`src/rtl/butterfly_sequencer_unit.sv`:
```
// Sequencer for an in-place radix-2 FFT: steps the butterfly address generator
// through AWL layers, drains the butterfly pipeline between layers, and aligns write-back.
module butterfly_sequencer_unit #(
    parameter int AWL    = 5,
    parameter int BF_LAT = 2,
    localparam int LW    = ($clog2(AWL) > 1) ? $clog2(AWL) : 1
) (
    input  logic           clk,
    input  logic           rst,
    input  logic           start,
    input  logic [AWL-1:0] a_addr,
    input  logic [AWL-1:0] b_addr,
    output logic           en,
    output logic           lay_en,
    output logic [LW-1:0]  layer,
    output logic [AWL-2:0] w_addr,
    output logic           wr_en,
    output logic [AWL-1:0] wr_a_addr,
    output logic [AWL-1:0] wr_b_addr,
    output logic           busy,
    output logic           done
);

    typedef enum logic [1:0] {IDLE, RUN, DRAIN, FIN} state_t;

    localparam int             DW         = $clog2(BF_LAT + 1);
    localparam int             EW         = 1 + 2 * AWL;
    localparam logic [AWL-2:0] BF_LAST    = '1;
    localparam logic [DW-1:0]  DRAIN_LAST = DW'(BF_LAT - 1);
    localparam logic [LW-1:0]  LAYER_LAST = LW'(AWL - 1);

    state_t         state;
    state_t         state_nxt;
    logic [AWL-2:0] bf_cnt;
    logic [DW-1:0]  drain_cnt;
    logic [AWL-2:0] w_mask;
    logic [EW-1:0]  pipe [BF_LAT];

    always_ff @(posedge clk) begin
        if (rst) begin
            state     <= IDLE;
            bf_cnt    <= '0;
            drain_cnt <= '0;
            layer     <= '0;
        end else begin
            state     <= state_nxt;
            drain_cnt <= (state == DRAIN) ? drain_cnt + 1'b1 : '0;
            // The butterfly counter wraps at N/2 on its own, in step with the generator.
            if (en) begin
                bf_cnt <= bf_cnt + 1'b1;
            end
            if (lay_en) begin
                layer <= (layer == LAYER_LAST) ? '0 : layer + 1'b1;
            end
        end
    end

    always_comb begin
        // NOTE: every output of this block gets a default first so no path can infer a latch.
        state_nxt = state;
        en        = 1'b0;
        lay_en    = 1'b0;
        busy      = 1'b1;
        done      = 1'b0;
        case (state)
            IDLE: begin
                busy = 1'b0;
                if (start) begin
                    state_nxt = RUN;
                end
            end
            RUN: begin
                en = 1'b1;
                if (bf_cnt == BF_LAST) begin
                    lay_en    = 1'b1;
                    state_nxt = DRAIN;
                end
            end
            DRAIN: begin
                // The layer index has already advanced, so wrapping to 0 marks the final layer.
                if (drain_cnt == DRAIN_LAST) begin
                    state_nxt = (layer == '0) ? FIN : RUN;
                end
            end
            FIN: begin
                done      = 1'b1;
                state_nxt = IDLE;
            end
            default: state_nxt = IDLE;
        endcase
    end

    // Twiddle index: low LAYER bits of A, left-justified into the AWL-1 bit ROM address.
    always_comb begin
        w_mask = ~({(AWL-1){1'b1}} << layer);
        w_addr = (a_addr[AWL-2:0] & w_mask) << (LAYER_LAST - layer);
    end

    always_ff @(posedge clk) begin
        if (rst) begin
            // NOTE: the delay line is reset explicitly so an abort cannot leak a stale write strobe.
            for (int i = 0; i < BF_LAT; i++) begin
                pipe[i] <= '0;
            end
        end else begin
            pipe[0] <= {en, a_addr, b_addr};
            for (int i = 1; i < BF_LAT; i++) begin
                pipe[i] <= pipe[i-1];
            end
        end
    end

    assign {wr_en, wr_a_addr, wr_b_addr} = pipe[BF_LAT-1];

endmodule
```
`config.mk`:
```
export PLATFORM = sky130hd
export DESIGN_NAME = butterfly_sequencer_unit
export DESIGN_NICKNAME = d
export VERILOG_FILES = /design/src/rtl/butterfly_sequencer_unit.sv
export SDC_FILE = /design/constraint.sdc
export NUM_CORES = 1
export LEC_CHECK = 0
export BUFFER_PORTS_ARGS = -buffer_cell sky130_fd_sc_hd__buf_2
export CAP_MARGIN = 25
export CORE_ASPECT_RATIO = 0.7
export CORE_MARGIN = 10
export CORE_UTILIZATION = 50
export CTS_BUF_LIST = sky130_fd_sc_hd__clkbuf_16
export DETAILED_ROUTE_END_ITERATION = 7
export HOLD_SLACK_MARGIN = 0.15
export PLACE_DENSITY = 0.85
export SLEW_MARGIN = 5
export SYNTH_ARGS = -nofsm -noshare
export SYNTH_HDL_FRONTEND = slang
export SYNTH_SLANG_ARGS = --single-unit
```
`constraint.sdc`:
```
create_clock -name clk -period 2.5 [get_ports clk]
set_clock_uncertainty 0.15 [all_clocks]
set_input_delay 0.375 -clock clk [delete_from_list [all_inputs] [get_ports clk]]
set_output_delay 0.375 -clock clk [all_outputs]
set_load 0.05 [all_outputs]
```
After elaboration in Yosys (flattened, before gate mapping)
Memory sizes are Yosys's and may differ from the RTL's.
Index checks and enable logic that the tools add are counted.
- memories kept: 1
- RAM bits: 22
- register bits after elaboration: 11
- input bits: 13
- mux-type cells: 16
- shifts and indexed selects: 2
- reduce and logical (&&, ||, !) cells: 4
- $add $sub $neg: 4
- bitwise gates (word level): 5
- equal/unequal tests: 9
- memories (memory ; words ; width ; rd ports ; clocked after memory_dff ; wr ports ; line ; RTL):
    pipe ; 2 ; 11 ; 2 ; 0 ; 2 ; 37 ; logic [EW-1:0] pipe [BF_LAT];
- operators with widths (operator ; count):
    two-way mux 11 bit ; 2
    two-way mux 1 bit ; 8
    two-way mux 2 bit ; 4
    case mux 2 bit (4 select lines) ; 1
    adder 4 x 1 -> 4 bit, second input constant ; 1
    bitwise AND 4 bit ; 1
    == test 2 x 1 -> 1 bit, second input constant ; 2
    == test 2 bit, second input constant ; 2
    == test 4 bit, second input constant ; 1
    inequality test 2 bit, second input constant ; 2
    NOT 4 bit ; 1
    << shifter 4 x 3 -> 4 bit ; 1
    << shifter 4 x 3 -> 4 bit, first input constant ; 1
    adder 3 x 1 -> 3 bit, second input constant ; 1
    == test 3 bit, second input constant ; 1
    zero test 3 bit ; 1
    two-way mux 3 bit ; 1
    AND reduction 3 bit ; 1
    subtractor 3 bit, first input constant ; 1
    adder 2 x 1 -> 2 bit, second input constant ; 1
    zero test 2 bit ; 1
    inequality test 2 x 1 -> 1 bit, second input constant ; 1
    OR 1 bit ; 2
    OR reduction 2 bit ; 1
    NOT 1 bit ; 1

Logic depth before layout (Yosys ltp)
Gate-level depths: netlist of run 1.
- depth after elaboration: 4
- depth in mapped cells: 6

Worst setup path before layout of run 1
Ideal clock, no wire load.
- path kind: reg-to-output
- from: reg layer[0]
- to: out w_addr[0]
- required time: 1975 ps
- stages on the path, launching flop included: 6
- slack: -597 ps
- arrival time: 2572 ps
- path through: dfxtp_1 > inv_1 > ha_1 > ha_1 > nand2b_1 > nor3_1
- longest elaborated chain between the ends: 4
- elaborated cells between the ends (all ways): 5
- classes of those cells: 1 x add/sub; 2 x shift; 2 x bitwise
- ends and longest elaborated chain (element ; line ; RTL):
    start: declaration ; 15 ; output logic [LW-1:0] layer,
    start signal: assignment ; 53 ; layer <= (layer == LAYER_LAST) ? '0 : layer + 1'b1;
    << shifter 4 x 3 -> 4 bit ; 95 ; w_mask = ~({(AWL-1){1'b1}} << layer);
    NOT 4 bit ; 95 ;
    bitwise AND 4 bit ; 96 ; w_addr = (a_addr[AWL-2:0] & w_mask) << (LAYER_LAST - layer);
    << shifter 4 x 3 -> 4 bit (*) ; 96 ;
    end: declaration ; 16 ; output logic [AWL-2:0] w_addr,
Every way passes the cells marked *; elsewhere a longest branch is shown, timed or not.

Worst setup path after layout of run 1
- from: reg layer[0]
- to: out w_addr[1]
The elaborated chain is that of the path after synthesis.

==> results.yml, run 1 <==
cells_and_area:
  antenna_cells: 0
  finish.net_count: 181
  post_layout_nonfiller_instances: 196
  area_growth_syn_to_layout_pct: 25.8
  finalInstanceArea_um2: 1650
  multiInputGateArea_um2: 558
  layout-drive-gt1-share: 0.333
  fill_cells: 198
  seq_area_um2: 666
global_routing:
  grt_pass1_wl_um: 4880
  first_global_vias: 1015
  grt_start_max_net_pins: 34
  gr-usage-all-layers: 0.123
  antenna_found_initial: 0
  total_overflow_reported_by_the_global_router: 0
critical_path:
  timing.critical_path.to_type: "output port"
  worstPathMaxFanout: 3
  cp.required_ns: 1.98
  startpoint_type: "flop"
  worst-endpoint-arrival_ns: 1.86
  setup.worst_path.class: "flop to output port"
  ff2ff_setup_slack_ns: 0.76
floorplan:
  io-pin-count: 35
  dieArea_um2: 5100
  die_width_um: 81.2
  core_area_um2: 2480
  initial_core_util: 0.529
  chipHeight_um: 62.8
  num_rows: 15
synth:
  ys_async_rst_share: 0
  seq_area_frac_synth: 0.504
  post_synth_edffs: 0
  yosysWarningCount: 0
  synth-seq-cells: 33
  synth_top_flop_cell: "dfxtp_1"
  yosys.cell_types.count: 36
  synth.net_count: 152
  synthesis.area_per_instance_um2: 9.92
  syn-instance-count: 132
  mapped_area_um2: 1310
sta:
  timing.final.crit_period_ns: 2.38
  max_freq_mhz: 420
  worst_slew_pin_slew_ns: 0.557
  rsz_0062_raised_after_global_routing: "false"
  layout_worst_path_cycle_share: 0.953
  slew_violations: 0
  hold_viol: 0
  slew-limit-headroom: 0.629
  endpoints_failing_setup: 0
routing:
  post-route-drc-count: 0
  drt_pre_antenna_iters: 4
  detailroute.via_count: 946
  final_antenna_net_count: 0
  routed_wirelength_um: 2900
  drt_iter0_markers: 18
  detail_route.wl_per_cell_um: 14.8
  routed_via_density: 4.83
placement:
  placed_area_um2: 1450
  buffer_ports.inserted: 34
  placed_wire_length_estimate_after_detailed_placement_um: 2000
  numPlacedInstances: 187
  gp_routability_congestion: 0.902
clock_tree:
  cts_h_tree_depth: 2
  cts_sinks: 33
  cts.clk_slew.worst_paths_ns: 0.05
  total_cts_buffers: 5
  clockBufferDepth: 2
  clk_root_buffer_cell: "clkbuf_16"
  cts_tree: "yes"
  cts-hold-fix-buffers: 0
  clk-insertion-delay-late_ns: 0.27
status:
  run_status: "finished clean"
power_and_ir_drop:
  power.leakage_nw: 0.733
  p_per_area_nw_per_um2: 799
  ir_worst_vdd_uv: 370
min_path:
  min-delay-path-class: "primary input to flop"
run:
  max_cap_violations: 0
## registers in the layout, indices dropped and copies added, names as in the netlist
signal     cells
drain_cnt      2
bf_cnt         4
state          2
layer          3
pipe          22
## final cells by class
type	instances	area share
clock buffer	5	0.0759
timing repair buffer	35	0.117
multi-input combinational	79	0.339
inverter	7	0.0159
clock inverter	3	0.0228
sequential	33	0.404
tap	34	0.0258
## where the power goes
part           internal (W)  switching, W  leakage (nW)  total (W)
sequential         0.000547    0.00000888         0.272   0.000556
clock              0.000462      0.000204        0.0826   0.000665
combinational     0.0000303     0.0000651         0.378  0.0000954
total               0.00104      0.000278         0.733    0.00132
## synthesized netlist by cell type, types with 2 or more instances
library cell,instances,share of area
nand3b_1,2,0.011
dfxtp_1,33,0.50
nor2_1,8,0.023
inv_1,6,0.017
nand2_1,4,0.011
nand2b_1,3,0.014
a21oi_1,5,0.019
nor3_1,2,0.0076
ha_1,7,0.067
clkbuf_1,3,0.0086
buf_4,10,0.057
o21ai_0,4,0.015
nor2b_1,21,0.10
nand3_1,2,0.0076
## per-layer routing
metal  vias to the layer above  wire [um]  global-route usage
li1                        483          -                   -
met2                        28       1410               0.194
met1                       428       1140               0.123
met5                         -          0                   0
met3                         7        258              0.0690
met4                         0         91              0.0733
## path summary, 6_finish.rpt
check                           depth (start not counted)  startpoint          end
worst max-delay path                                    7    layer[0]    w_addr[1]
worst min-delay path                                    2   b_addr[2]   pipe[0][2]
worst max register to register                          5    layer[0]     layer[0]
worst min register to register                          1  pipe[0][0]  pipe[0][11]
## cell usage in the layout, fill, tap and decap left out, drive strengths merged, types with 5 or more instances in the layout
| master | instances |
|---|---|
| ha | 7 |
| nor2 | 8 |
| buf | 35 |
| nor2b | 21 |
| dfxtp | 33 |
| inv | 8 |
| clkbuf | 5 |
| a21oi | 5 |
## through the flow
step           setup WS, ns   util  setup TNS [ns]  hold slack (ns)  total power [W]
2_1_floorplan       -0.0507      -          -0.107            0.246         0.000642
3_3_place_gp          0.271  0.586               0            0.253         0.000657
3_5_place_dp          0.155  0.586               0            0.272         0.000661
4_1_cts              0.0595  0.662               0            0.168          0.00133
5_1_grt              0.0115  0.665               0            0.173          0.00136
6_report              0.119  0.665               0            0.169          0.00132
## repair_timing
item	in CTS	in global routing
cloned	0	0
setup endpoints to repair	3	3
buffers inserted	1	0
gates resized for setup	6	2
## worst max-delay path, stage by stage (launching register included)
cell and delay, ns:
dfxtp_4 0.34, inv_1 0.07, ha_1 0.23, ha_1 0.20
nand2b_4 0.15, mux2_2 0.29, nor2_2 0.13, buf_6 0.17
## kinds of logic (layout without fill, tap and decap cells)
logic type,Yosys count,count (layout),synth area share
and+or+nand+nor,54,54,0.250
AOI/OAI and AO/OA,14,14,0.0630
DFF,33,33,0.504
adders and majority gates,7,7,0.0669
xor gates and xnor gates,2,2,0.0134
muxes,2,2,0.0162
buffers and inverters,20,50,0.0860
(Power assumes the default switching activity.)
==> run 2: changes to the inputs <==
--- a/config.mk
+++ b/config.mk
@@ -14,6 +14,7 @@
 export DETAILED_ROUTE_END_ITERATION = 7
 export HOLD_SLACK_MARGIN = 0.15
 export PLACE_DENSITY = 0.85
+export RECOVER_POWER = 100
 export SLEW_MARGIN = 5
 export SYNTH_ARGS = -nofsm -noshare
 export SYNTH_HDL_FRONTEND = slang
==> results.yml, run 2 (synthesis results as in run 1) <==
cells_and_area:
  final_cell_mix: "31 x dfxtp_1, 21 x nor2b_1, 19 x clkbuf_1"
  layout.cells.most_common: "dfxtp_1"
  seq_area_um2: 666
  area_growth_syn_to_layout_pct: 23.7
  post_layout_nonfiller_instances: 196
  post-route-util: 0.654
  multiInputGateArea_um2: 558
  layout-drive-gt1-share: 0.216
  largest_register_ffs: 22
  fill_cells: 211
  reg.largest.list: "pipe: 22 flops, bf_cnt: 4 flops, layer: 3 flops"
  antenna_cells: 0
  finalInstanceArea_um2: 1620
  largest_register: "pipe"
  finish.net_count: 181
power_and_ir_drop:
  p_per_area_nw_per_um2: 810
  ir_worst_vdd_uv: 388
  power.leakage_nw: 0.655
floorplan:
  io-pin-count: 35
  core_area_um2: 2480
  die_width_um: 81.2
  num_rows: 15
  chipHeight_um: 62.8
  dieArea_um2: 5100
  initial_core_util: 0.529
sta:
  rsz_0062_raised_after_global_routing: "false"
  slew-limit-headroom: 0.110
  max_freq_mhz: 418
  worst_slew_pin_slew_ns: 1.34
  hold_viol: 0
  timing.final.crit_period_ns: 2.39
  endpoints_failing_setup: 0
  fin_setup_tns_ns: 0
  slew_violations: 0
  layout_worst_path_cycle_share: 0.956
routing:
  routed_via_density: 4.84
  detailroute.via_count: 948
  drt_pre_antenna_iters: 4
  final_antenna_net_count: 0
  post-route-drc-count: 0
  drt_iter0_markers: 20
  detail_route.wl_per_cell_um: 14.9
  routed_wirelength_um: 2920
clock_tree:
  cts-hold-fix-buffers: 0
  total_cts_buffers: 5
  clk-insertion-delay-late_ns: 0.27
  clockBufferDepth: 2
  cts_tree: "yes"
  clk_root_buffer_cell: "clkbuf_16"
  cts_sinks: 33
  cts.clk_slew.worst_paths_ns: 0.05
  cts_h_tree_depth: 2
run:
  max_cap_violations: 0
placement:
  buffer_ports.inserted: 34
  placed_wire_length_estimate_after_detailed_placement_um: 2000
  placed_area_um2: 1450
  gp_routability_congestion: 0.902
  numPlacedInstances: 187
global_routing:
  antenna_found_initial: 0
  total_overflow_reported_by_the_global_router: 0
  grt_start_max_net_pins: 34
  first_global_vias: 1015
  gr-usage-all-layers: 0.123
  grt_pass1_wl_um: 4880
critical_path:
  worstPathMaxFanout: 3
  cp.required_ns: 1.98
  timing.critical_path.to_type: "output port"
  regToRegStartpoint: "layer[0]"
  endpoint: "w_addr[3]"
  worst-endpoint-arrival_ns: 1.86
  critical_path.reg2reg.endpoint: "layer[0]"
  ff2ff_path_depth: 5
  cp-startpoint: "layer[0]"
  setup.worst_path.class: "flop to output port"
  startpoint_type: "flop"
  ff2ff_setup_slack_ns: 0.75
min_path:
  min-delay-path-class: "primary input to flop"
  whs_path_depth: 2
status:
  run_status: "finished clean"
-- run 2: routing by layer --
metal | wire [um] | vias up | global-route usage
met4 | 91 | 0 | 0.0733
met5 | 0 | - | 0
met1 | 1160 | 431 | 0.123
met3 | 247 | 7 | 0.0690
met2 | 1420 | 28 | 0.194
li1 | - | 482 | -
-- run 2: power breakdown --
part	switching, W	total [W]	internal [W]
Combinational	0.0000654	0.0000929	0.0000275
Sequential	0.00000922	0.000556	0.000547
Clock	0.000202	0.000664	0.000462
-- run 2: layout make-up --
cell class	count	area share
Sequential cell	33	0.411
Multi-Input combinational cell	79	0.344
Timing Repair Buffer	35	0.102
Clock buffer	5	0.0772
Tap cell	34	0.0263
Clock inverter	3	0.0232
Inverter	7	0.0162
-- run 2: worst max-delay path: stages, from the launching register on --
cell      delay, ns
dfxtp_4        0.34
inv_1          0.07
ha_1           0.23
ha_1           0.20
nand2b_4       0.15
mux2_2         0.29
o22ai_2        0.09
buf_4          0.21
-- run 2: how the worst min path moves through the flow --
| stage | start | end | slack [ns] |
|---|---|---|---|
| 2_1_floorplan | drain_cnt[0] | drain_cnt[0] | 0.25 |
| 3_3_place_gp | drain_cnt[0] | drain_cnt[0] | 0.25 |
| 3_5_place_dp | pipe[0][8] | pipe[0][19] | 0.27 |
| 4_1_cts | b_addr[2] | pipe[0][2] | 0.17 |
| 5_1_grt | b_addr[2] | pipe[0][2] | 0.17 |
| 6_report | b_addr[2] | pipe[0][2] | 0.17 |
-- run 2: repair_timing --
| item | CTS | global route |
|---|---|---|
| endpoints found under the setup margin | 3 | 3 |
| setup buffers | 1 | 0 |
| hold endpoints to repair | 0 | 0 |
| gates resized for setup | 6 | 2 |
-- run 2: stage by stage --
stage	worst slack, ns	hold WS (ns)	total power, W
6_report	0.110	0.169	0.00131
5_1_grt	0.0115	0.173	0.00136
4_1_cts	0.0595	0.168	0.00133
3_5_place_dp	0.155	0.272	0.000661
3_3_place_gp	0.271	0.253	0.000657
2_1_floorplan	-0.0507	0.246	0.000642
